[src/rtl/dram_rd_pkg.sv]
`default_nettype none
// +----------------------------------------------------------------------------+
// | Package    : dram_rd_pkg                                                   |
// | Description: Shared types and constants for the 256x1 distributed-RAM      |
// |              stream reader (FSM states, RAM geometry, word-width limits).  |
// | Revision   : 1.0 - initial release                                         |
// +----------------------------------------------------------------------------+
package dram_rd_pkg;

  localparam int RAM_DEPTH = 256;
  localparam int RAM_AW    = 8;
  localparam int MAX_WIDTH = 32;

  // Bit counter only ever needs to index 0..MAX_WIDTH-1.
  localparam int BIT_CNT_W = $clog2(MAX_WIDTH);

  typedef enum logic [1:0] {
    IDLE  = 2'd0,
    SHIFT = 2'd1,
    HOLD  = 2'd2,
    DRAIN = 2'd3
  } rd_state_t;

endpackage : dram_rd_pkg
`default_nettype wire

[src/rtl/dram_rd_outbuf.sv]
`default_nettype none
// +----------------------------------------------------------------------------+
// | Module     : dram_rd_outbuf                                                |
// | Description: Output word register with valid/ready handshake. Reports      |
// |              "free" when a new word may be loaded this cycle (empty, or    |
// |              the current word is being accepted). Optional parity output   |
// |              when DRAM_RD_PARITY_EN is defined.                            |
// | Revision   : 1.0 - initial release                                         |
// +----------------------------------------------------------------------------+
module dram_rd_outbuf #(
  parameter int WIDTH = 8
) (
  input  logic             clk,
  input  logic             rst,
  input  logic             load,
  input  logic [WIDTH-1:0] word,
  input  logic             rdy,
  output logic [WIDTH-1:0] dout,
  output logic             vld,
  output logic             free
`ifdef DRAM_RD_PARITY_EN
  ,
  output logic             par
`endif
);

  logic [WIDTH-1:0] dout_q, dout_d;
  logic             vld_q, vld_d;
`ifdef DRAM_RD_PARITY_EN
  logic             par_q, par_d;
`endif

  // A load is allowed in the same cycle the held word transfers, giving no gap.
  assign free = ~vld_q | rdy;

  // Next-state: load a new word, or drop valid once the held word is accepted.
  always_comb begin
    dout_d = dout_q;
    vld_d  = vld_q;
`ifdef DRAM_RD_PARITY_EN
    par_d  = par_q;
`endif
    if (load) begin
      dout_d = word;
      vld_d  = 1'b1;
`ifdef DRAM_RD_PARITY_EN
      par_d  = ^word;
`endif
    end else if (vld_q && rdy) begin
      vld_d  = 1'b0;
    end
  end

  // Output register with asynchronous reset.
  always_ff @(posedge clk or posedge rst) begin
    if (rst) begin
      dout_q <= '0;
      vld_q  <= 1'b0;
`ifdef DRAM_RD_PARITY_EN
      par_q  <= 1'b0;
`endif
    end else begin
      dout_q <= dout_d;
      vld_q  <= vld_d;
`ifdef DRAM_RD_PARITY_EN
      par_q  <= par_d;
`endif
    end
  end

  assign dout = dout_q;
  assign vld  = vld_q;
`ifdef DRAM_RD_PARITY_EN
  assign par  = par_q;
`endif

endmodule : dram_rd_outbuf
`default_nettype wire

[src/rtl/dram256_stream_reader.sv]
`default_nettype none
// +----------------------------------------------------------------------------+
// | Module     : dram256_stream_reader                                         |
// | Description: Walks the read port of a 256x1 distributed RAM from a start   |
// |              bit address, packs bits LSB-first into WIDTH-bit words and    |
// |              streams them out on a valid/ready interface.                  |
// |              Optional macro DRAM_RD_PARITY_EN adds the DOUT_PAR output.    |
// | Revision   : 1.0 - initial release                                         |
// +----------------------------------------------------------------------------+
module dram256_stream_reader
  import dram_rd_pkg::*;
#(
  parameter int WIDTH = 8
) (
  input  logic              CLK,
  input  logic              RST,
  input  logic              START,
  input  logic [RAM_AW-1:0] START_ADDR,
  input  logic [RAM_AW-1:0] NWORDS,
  output logic [RAM_AW-1:0] DPRA,
  input  logic              DPO,
  output logic [WIDTH-1:0]  DOUT,
  output logic              DOUT_VLD,
  input  logic              DOUT_RDY,
  output logic              BUSY,
  output logic              DONE
`ifdef DRAM_RD_PARITY_EN
  ,
  output logic              DOUT_PAR
`endif
);

  rd_state_t              state_q, state_d;
  logic [RAM_AW-1:0]      dpra_q, dpra_d;
  logic [RAM_AW:0]        word_cnt_q, word_cnt_d;
  logic [BIT_CNT_W-1:0]   bit_cnt_q, bit_cnt_d;
  logic [WIDTH-1:0]       shift_q, shift_d;
  logic                   done_q, done_d;

  logic                   ob_load;
  logic [WIDTH-1:0]       ob_word;
  logic                   ob_free;
  logic [WIDTH-1:0]       bit_mask;
  logic [WIDTH-1:0]       packed_word;
  logic                   word_full;

  // Current bit lands at position bit_cnt; packed_word is the shift register
  // including the bit being sampled this cycle.
  assign bit_mask    = WIDTH'(1) << bit_cnt_q;
  assign packed_word = (shift_q & ~bit_mask) | (DPO ? bit_mask : '0);
  assign word_full   = (bit_cnt_q == BIT_CNT_W'(WIDTH - 1));

  // Next-state and datapath control for the read FSM.
  always_comb begin
    state_d    = state_q;
    dpra_d     = dpra_q;
    word_cnt_d = word_cnt_q;
    bit_cnt_d  = bit_cnt_q;
    shift_d    = shift_q;
    done_d     = 1'b0;
    ob_load    = 1'b0;
    ob_word    = shift_q;

    unique case (state_q)
      IDLE: begin
        if (START) begin
          dpra_d     = START_ADDR;
          word_cnt_d = (NWORDS == '0) ? (RAM_AW+1)'(RAM_DEPTH) : {1'b0, NWORDS};
          bit_cnt_d  = '0;
          shift_d    = '0;
          state_d    = SHIFT;
        end
      end
      SHIFT: begin
        dpra_d = dpra_q + 1'b1;
        if (word_full) begin
          bit_cnt_d  = '0;
          word_cnt_d = word_cnt_q - 1'b1;
          if (ob_free) begin
            ob_load = 1'b1;
            ob_word = packed_word;
            shift_d = '0;
            state_d = (word_cnt_q == 1) ? DRAIN : SHIFT;
          end else begin
            shift_d = packed_word;
            state_d = HOLD;
          end
        end else begin
          bit_cnt_d = bit_cnt_q + 1'b1;
          shift_d   = packed_word;
        end
      end
      HOLD: begin
        // Output register is occupied, so free here means it is being accepted.
        if (ob_free) begin
          ob_load = 1'b1;
          ob_word = shift_q;
          shift_d = '0;
          state_d = (word_cnt_q == '0) ? DRAIN : SHIFT;
        end
      end
      DRAIN: begin
        if (DOUT_VLD && DOUT_RDY) begin
          done_d  = 1'b1;
          state_d = IDLE;
        end
      end
      default: state_d = IDLE;
    endcase
  end

  // State, address, counters and shift register with asynchronous reset.
  always_ff @(posedge CLK or posedge RST) begin
    if (RST) begin
      state_q    <= IDLE;
      dpra_q     <= '0;
      word_cnt_q <= '0;
      bit_cnt_q  <= '0;
      shift_q    <= '0;
      done_q     <= 1'b0;
    end else begin
      state_q    <= state_d;
      dpra_q     <= dpra_d;
      word_cnt_q <= word_cnt_d;
      bit_cnt_q  <= bit_cnt_d;
      shift_q    <= shift_d;
      done_q     <= done_d;
    end
  end

  dram_rd_outbuf #(
    .WIDTH (WIDTH)
  ) u_outbuf (
    .clk  (CLK),
    .rst  (RST),
    .load (ob_load),
    .word (ob_word),
    .rdy  (DOUT_RDY),
    .dout (DOUT),
    .vld  (DOUT_VLD),
    .free (ob_free)
`ifdef DRAM_RD_PARITY_EN
    ,
    .par  (DOUT_PAR)
`endif
  );

  assign DPRA = dpra_q;
  assign BUSY = (state_q != IDLE);
  assign DONE = done_q;

endmodule : dram256_stream_reader
`default_nettype wire

[config.mk]
export PLATFORM = sky130hd
export DESIGN_NAME = dram256_stream_reader
export DESIGN_NICKNAME = d
export VERILOG_FILES = /design/src/rtl/dram_rd_pkg.sv /design/src/rtl/dram_rd_outbuf.sv /design/src/rtl/dram256_stream_reader.sv
export SDC_FILE = /design/constraint.sdc
export NUM_CORES = 1
export LEC_CHECK = 0
export ABC_AREA = 1
export CAP_MARGIN = 20
export CORE_ASPECT_RATIO = 1.75
export CORE_MARGIN = 2
export CORE_UTILIZATION = 45
export CTS_BUF_LIST = sky130_fd_sc_hd__clkbuf_8 sky130_fd_sc_hd__clkbuf_16
export CTS_CLUSTER_DIAMETER = 40
export DETAILED_ROUTE_END_ITERATION = 6
export GPL_TIMING_DRIVEN = 0
export HOLD_SLACK_MARGIN = 0.12
export PLACE_DENSITY = 0.69
export SYNTH_ARGS = -nofsm -noshare
export SYNTH_HDL_FRONTEND = slang
export SYNTH_HIERARCHICAL = 1
export SYNTH_SLANG_ARGS = --single-unit
export TNS_END_PERCENT = 50
[constraint.sdc]
create_clock -name CLK -period 2.6 [get_ports CLK]
set_input_delay 0.52 -clock CLK [delete_from_list [all_inputs] [get_ports CLK]]
set_output_delay 0.52 -clock CLK [all_outputs]
set_load 0.05 [all_outputs]
# Yosys cells after proc, flatten, opt, wreduce, memory -nomap -nowiden
# Index checks and enable logic that the tools add are counted.
# classes
add_sub_neg	3
reduce_logical	12
n_eq_ne	9
n_shift	1
bitwise	5
n_mux	33
# op_table
op	n
8-bit two-way mux	9
9-bit two-way mux	3
8-bit case mux with 3 select lines	1
9-bit case mux with 2 select lines	1
8-bit case mux with 2 select lines	1
2-bit two-way mux	7
5-bit two-way mux	2
5-bit case mux with 2 select lines	1
9-bit by 1-bit equality test with 1-bit output (second input constant)	1
9-bit zero test	1
9-bit by 1-bit subtractor with 9-bit output (second input constant)	1
8-bit by 1-bit adder with 8-bit output (second input constant)	1
8-bit AND	1
8-bit zero test	1
2-bit != test (second input constant)	4
8-bit inverter	1
8-bit bitwise OR	1
2-bit case mux with 4 select lines	1
1-bit by 5-bit left shift with 8-bit output (first input constant)	1
1-bit two-way mux	6
3-bit AND reduction	2
2-bit nonzero test	3
5-bit by 1-bit adder with 5-bit output (second input constant)	1
5-bit by 3-bit equality test with 1-bit output (second input constant)	1
other kinds (10)	11
# word_totals
input_bits	21
wordCells	71
regBits	42

# Depth between registers and ports, before layout
# logic_depth
ltp_word	7
ltp_mapped	11
mapped_depth_nobuf	10

# Cells and area by module
# The synthesis kept the hierarchy.
# by_module_without_submodules
mod	cells_each	area_each_um2	n_inst
dram256_stream_reader	334	2238.4	1
dram_rd_outbuf	39	345.3	1

# Least setup slack after synthesis
# No wires, ideal clock.
# synth_path
path_kind	reg2reg
from	reg state_q[1]
to	reg u_outbuf.dout_q[0] (netlist: u_outbuf/dout[0])
required_ns	2.481
slack_ns	0.770
path_stages_with_launch	12
n_path_buf	2
t_arrival_ns	1.711
setup_time_ns	0.119
synth_period_minus_slack_ns	1.830
cell_sequence	dfrtp_1 inv_1 ha_1 buf_6 nand2_1 nor2_1 inv_1 a21boi_1 buf_6 inv_2 nand2_1 nand2_1
# synth_between
elab_chain_cells	2
elab_cells_between_ends	4
# synth_rtl
element	line	rtl
from (decl)	dram256_stream_reader.sv:33	rd_state_t state_q, state_d;
from (signal assigned)	dram256_stream_reader.sv:122	state_q <= state_d;
2-bit equality test / 2-bit by 1-bit equality test with 1-bit output (equally long branches)	dram256_stream_reader.sv:64	unique case (state_q)
1-bit case mux with 2 select lines *	dram256_stream_reader.sv:64	
via ob_load	dram256_stream_reader.sv:40	logic ob_load;
to (signal assigned)	dram_rd_outbuf.sv:63	dout_q <= dout_d;
to (decl)	dram_rd_outbuf.sv:27	logic [WIDTH-1:0] dout_q, dout_d;
# The timed path passes the listed nets; every way through them passes the cells marked *.
# A chain may end at the register's enable or synchronous reset.

# Worst setup path after layout
# layout_path
from	reg state_q[1]
to	out BUSY
# layout_between
elab_chain_cells	1
# layout_rtl
element	line	rtl
2-bit nonzero test	dram256_stream_reader.sv:149	assign BUSY = (state_q != IDLE);
to (decl)	dram256_stream_reader.sv:25	output logic BUSY,
# No other way between the ends.

==> results.tsv <==
metric	value	unit
status	completed	
post-route setup TNS	0	ns
crit start category	flip-flop	
Die H	104	um
first-pass GRT wire length	10100	um
CP peak stage delay	0.79	ns
Switching Power	1.80	mW
largest net degree at the start of global routing	23	
vias	2400	
highest clock rate	401	MHz
Worst Path Arrival	1.97	ns
clock share of power	14.4	%
Placement Cell Area	3100	sq um
clock tree from TritonCTS	yes	
leading area contributor after synthesis	dfrtp_1	
period utilization	95.8	%
worst hold path type	reg -> reg	
Net Count, Synth	405	
die width	61.3	um
slowest CP cell	clkdlybuf4s50_1	
worst slew margin relative to its limit	60.6	%
worst r2r dst	u_outbuf/dout[7]	
clk buf depth	2	
Seq/Total Area, Yosys	40.7	%
routed len/inst	12.0	um
Initial Util	46.6	%
CTS Buf Count	5	
GRT Overall Usage	20.4	%
commonest register cell after synthesis	dfrtp_1	
clk sink count	42	
Layout fillers	566	
crit path cell chain	inv_1 > ha_1 > inv_1 > clkdlybuf4s50_1	
Max-Cap Viols	0	
worst-skew pair later-pin latency	0.30	ns
vias in the first global route	2307	
area of the mapped netlist	2580	sq um
FF-to-FF setup slack	0.46	ns
PortBufs	39	
TritonRoute pass-1 iters	4	
Worst-path clk slew	0.08	ns
initial antenna violation count	0	
Setup Skew	0.00773	ns
CTS H-tree lvls	2	
CP Data Required Time	2.08	ns
Max VDD drop	0.613	mV
grt total ovfl	0	
row cnt	36	
FFs w/ async S/R, synth	100	%
Clock Tree Root	clkbuf_8	
Mapped Avg Cell Area	6.93	sq um
Pwr Density	1150	nW/um^2
LEAKAGE	1.64	nW
area grow syn2layout	24.1	%
area share of the largest cell type after synthesis	40.7	%
RePlAce Congestion	0.889	
Die Footprint	6390	sq um
io pins	40	
actual slew at the worst max-slew pin	0.590	ns
DR iter-0 viols	79	
Syn. warnings	6	
Comb power frac	55.1	%
Detail Route Antenna Nets	0	
synth unique cells	28	
RSZ-0062 raised after global routing	no	
Final Hold Viols	0	
reg2reg path depth	11	
CP delay by family, top	buffers and inverters	
n_diodes	0	
drt total wl	5950	um
Post-DP HPWL	4520	um
flops & latches, synth	42	
CTS Hold Buffers Added	0	
Final setup viols	0	
switch share	49.1	%
Post-Syn Instances	373	
WS Path Type	reg -> out	
Synth area leaders	dfrtp_1 (41%), nand2_1 (21%), inv_1 (6.0%)	
Hold Crit Depth	2	
layout cells sized above 1	5.94	%
worst hold path startpoint	u_outbuf/dout[4]	
Core ar.	5540	sq um
CP Max Fanout	6	
vias per cell	4.83	
P_int	1.87	mW
Setup Buffers After CTS	0	
post-CTS sizing	0	
CP dominant cell by count	inv_1	
worst path buffer plus inverter count	3	
# nets final	452	
Setup crit end kind	output pin	
hold endpoint	u_outbuf/dout[4]	
EDFF count, synth	0	
Reg-to-Reg Start	state_q[1]	
Reg power frac	30.4	%
Final Max Slew Viols	0	
post-route DRC violation count	0	
fin area	3210	sq um
Final min period	2.49	ns
==> cell families (layout without fill, tap and decap cells) <==
logic type,after synthesis,after routing,synth area share [%]
and+or+nand+nor,214,214,33.5
buffers and inverters,55,103,9.15
AOI/OAI and AO/OA,50,50,11.0
DFF,42,42,40.7
adders and majority gates,11,11,5.33
xor gates and xnor gates,1,1,0.339
==> per-layer routing <==
metal  GRT usage, %  wire length, um  vias to the layer above
met3           2.74              162                        5
met4           5.90               70                        0
met1           24.6             2520                     1089
met5              0                0                        -
met2           35.8             3190                       46
li1               -                -                     1260
==> how the worst max path moves through the flow <==
stage / slack, ns / depth (start not counted) / end / startpoint
after floorplan: 0.77 / 11 / u_outbuf/dout[0] / state_q[1]
after global placement: 0.23 / 11 / u_outbuf/dout[3] / DOUT_RDY
after detailed placement: 0.23 / 11 / u_outbuf/dout[7] / DOUT_RDY
after CTS: 0.11 / 4 / BUSY / state_q[1]
after global routing: 0.03 / 4 / BUSY / state_q[0]
final: 0.11 / 4 / BUSY / state_q[1]
==> power groups by stage <==
stage               Clock [mW]  Sequential [mW]  Combinational, mW
floorplan                    0             1.37               1.21
global placement             0             1.12               2.00
detailed placement           0             1.13               2.03
CTS                      0.537             1.12               2.04
global route             0.556             1.16               2.27
finish                   0.530             1.12               2.02
==> worst reg2reg max path: cells and delay by family, from the launching register on <==
family	cells	cell delay [ns]
compound gates	1	0.18
simple gates	4	0.49
flops	1	0.45
buf+inv	5	0.70
fa+ha+maj	1	0.22
==> Yosys cell counts (2+ instances only) <==
cell type / count
inv_2: 3
o211ai_1: 4
dfrtp_1: 42
nand3b_1: 2
o21ai_0: 25
nand2_1: 145
nand4_1: 2
buf_2: 3
a21oi_1: 13
nand3_1: 19
nand2_2: 2
buf_6: 3
inv_1: 41
nor2_1: 35
nor3_1: 6
clkbuf_1: 4
ha_1: 11
o22ai_1: 3
==> through the flow <==
stage / instances / setup slack (ns) / power, mW / hold slack (ns) / util [%]
after floorplan: 373 / 0.770 / 2.58 / 0.348 / -
after global placement: 488 / 0.234 / 3.12 / 0.453 / 55.4
after detailed placement: 489 / 0.233 / 3.16 / 0.457 / 55.9
after CTS: 497 / 0.107 / 3.70 / 0.478 / 57.9
after global routing: 497 / 0.0333 / 3.99 / 0.500 / 57.9
final: 497 / 0.108 / 3.67 / 0.472 / 57.9
==> sequential cells by signal, indices dropped and copies added, names as in the netlist <==
signal and flops:
u_outbuf/dout 8, DONE 1, word_cnt_q 9, state_q 2
shift_q 8, bit_cnt_q 5, DPRA 8, u_outbuf/vld 1
==> placed cells by master (no fill, tap or decap), drive strengths merged <==
master / count
nand4: 2
a21boi: 1
clkbuf: 9
inv: 45
nand3: 19
o211ai: 4
nand3b: 2
ha: 11
buf: 8
a21oi: 15
clkdlybuf4s50: 39
nor2: 36
xor2: 1
nor3: 6
o21ai: 27
nand2: 148
or2: 1
bufinv: 1
dfrtp: 42
o22ai: 3
clkinvlp: 1
==> layout make-up <==
type | instances | area [sq um] | area share [%]
multi-input cells | 276 | 1300 | 40.4
inverters | 44 | 165 | 5.15
plain buffers | 11 | 71.3 | 2.22
clock inverters | 3 | 41.3 | 1.29
flip-flops and latches | 42 | 1050 | 32.8
well taps | 76 | 95.1 | 2.97
clock buffers | 5 | 68.8 | 2.15
repair buffers | 40 | 418 | 13.0
(Power assumes the default switching activity.)
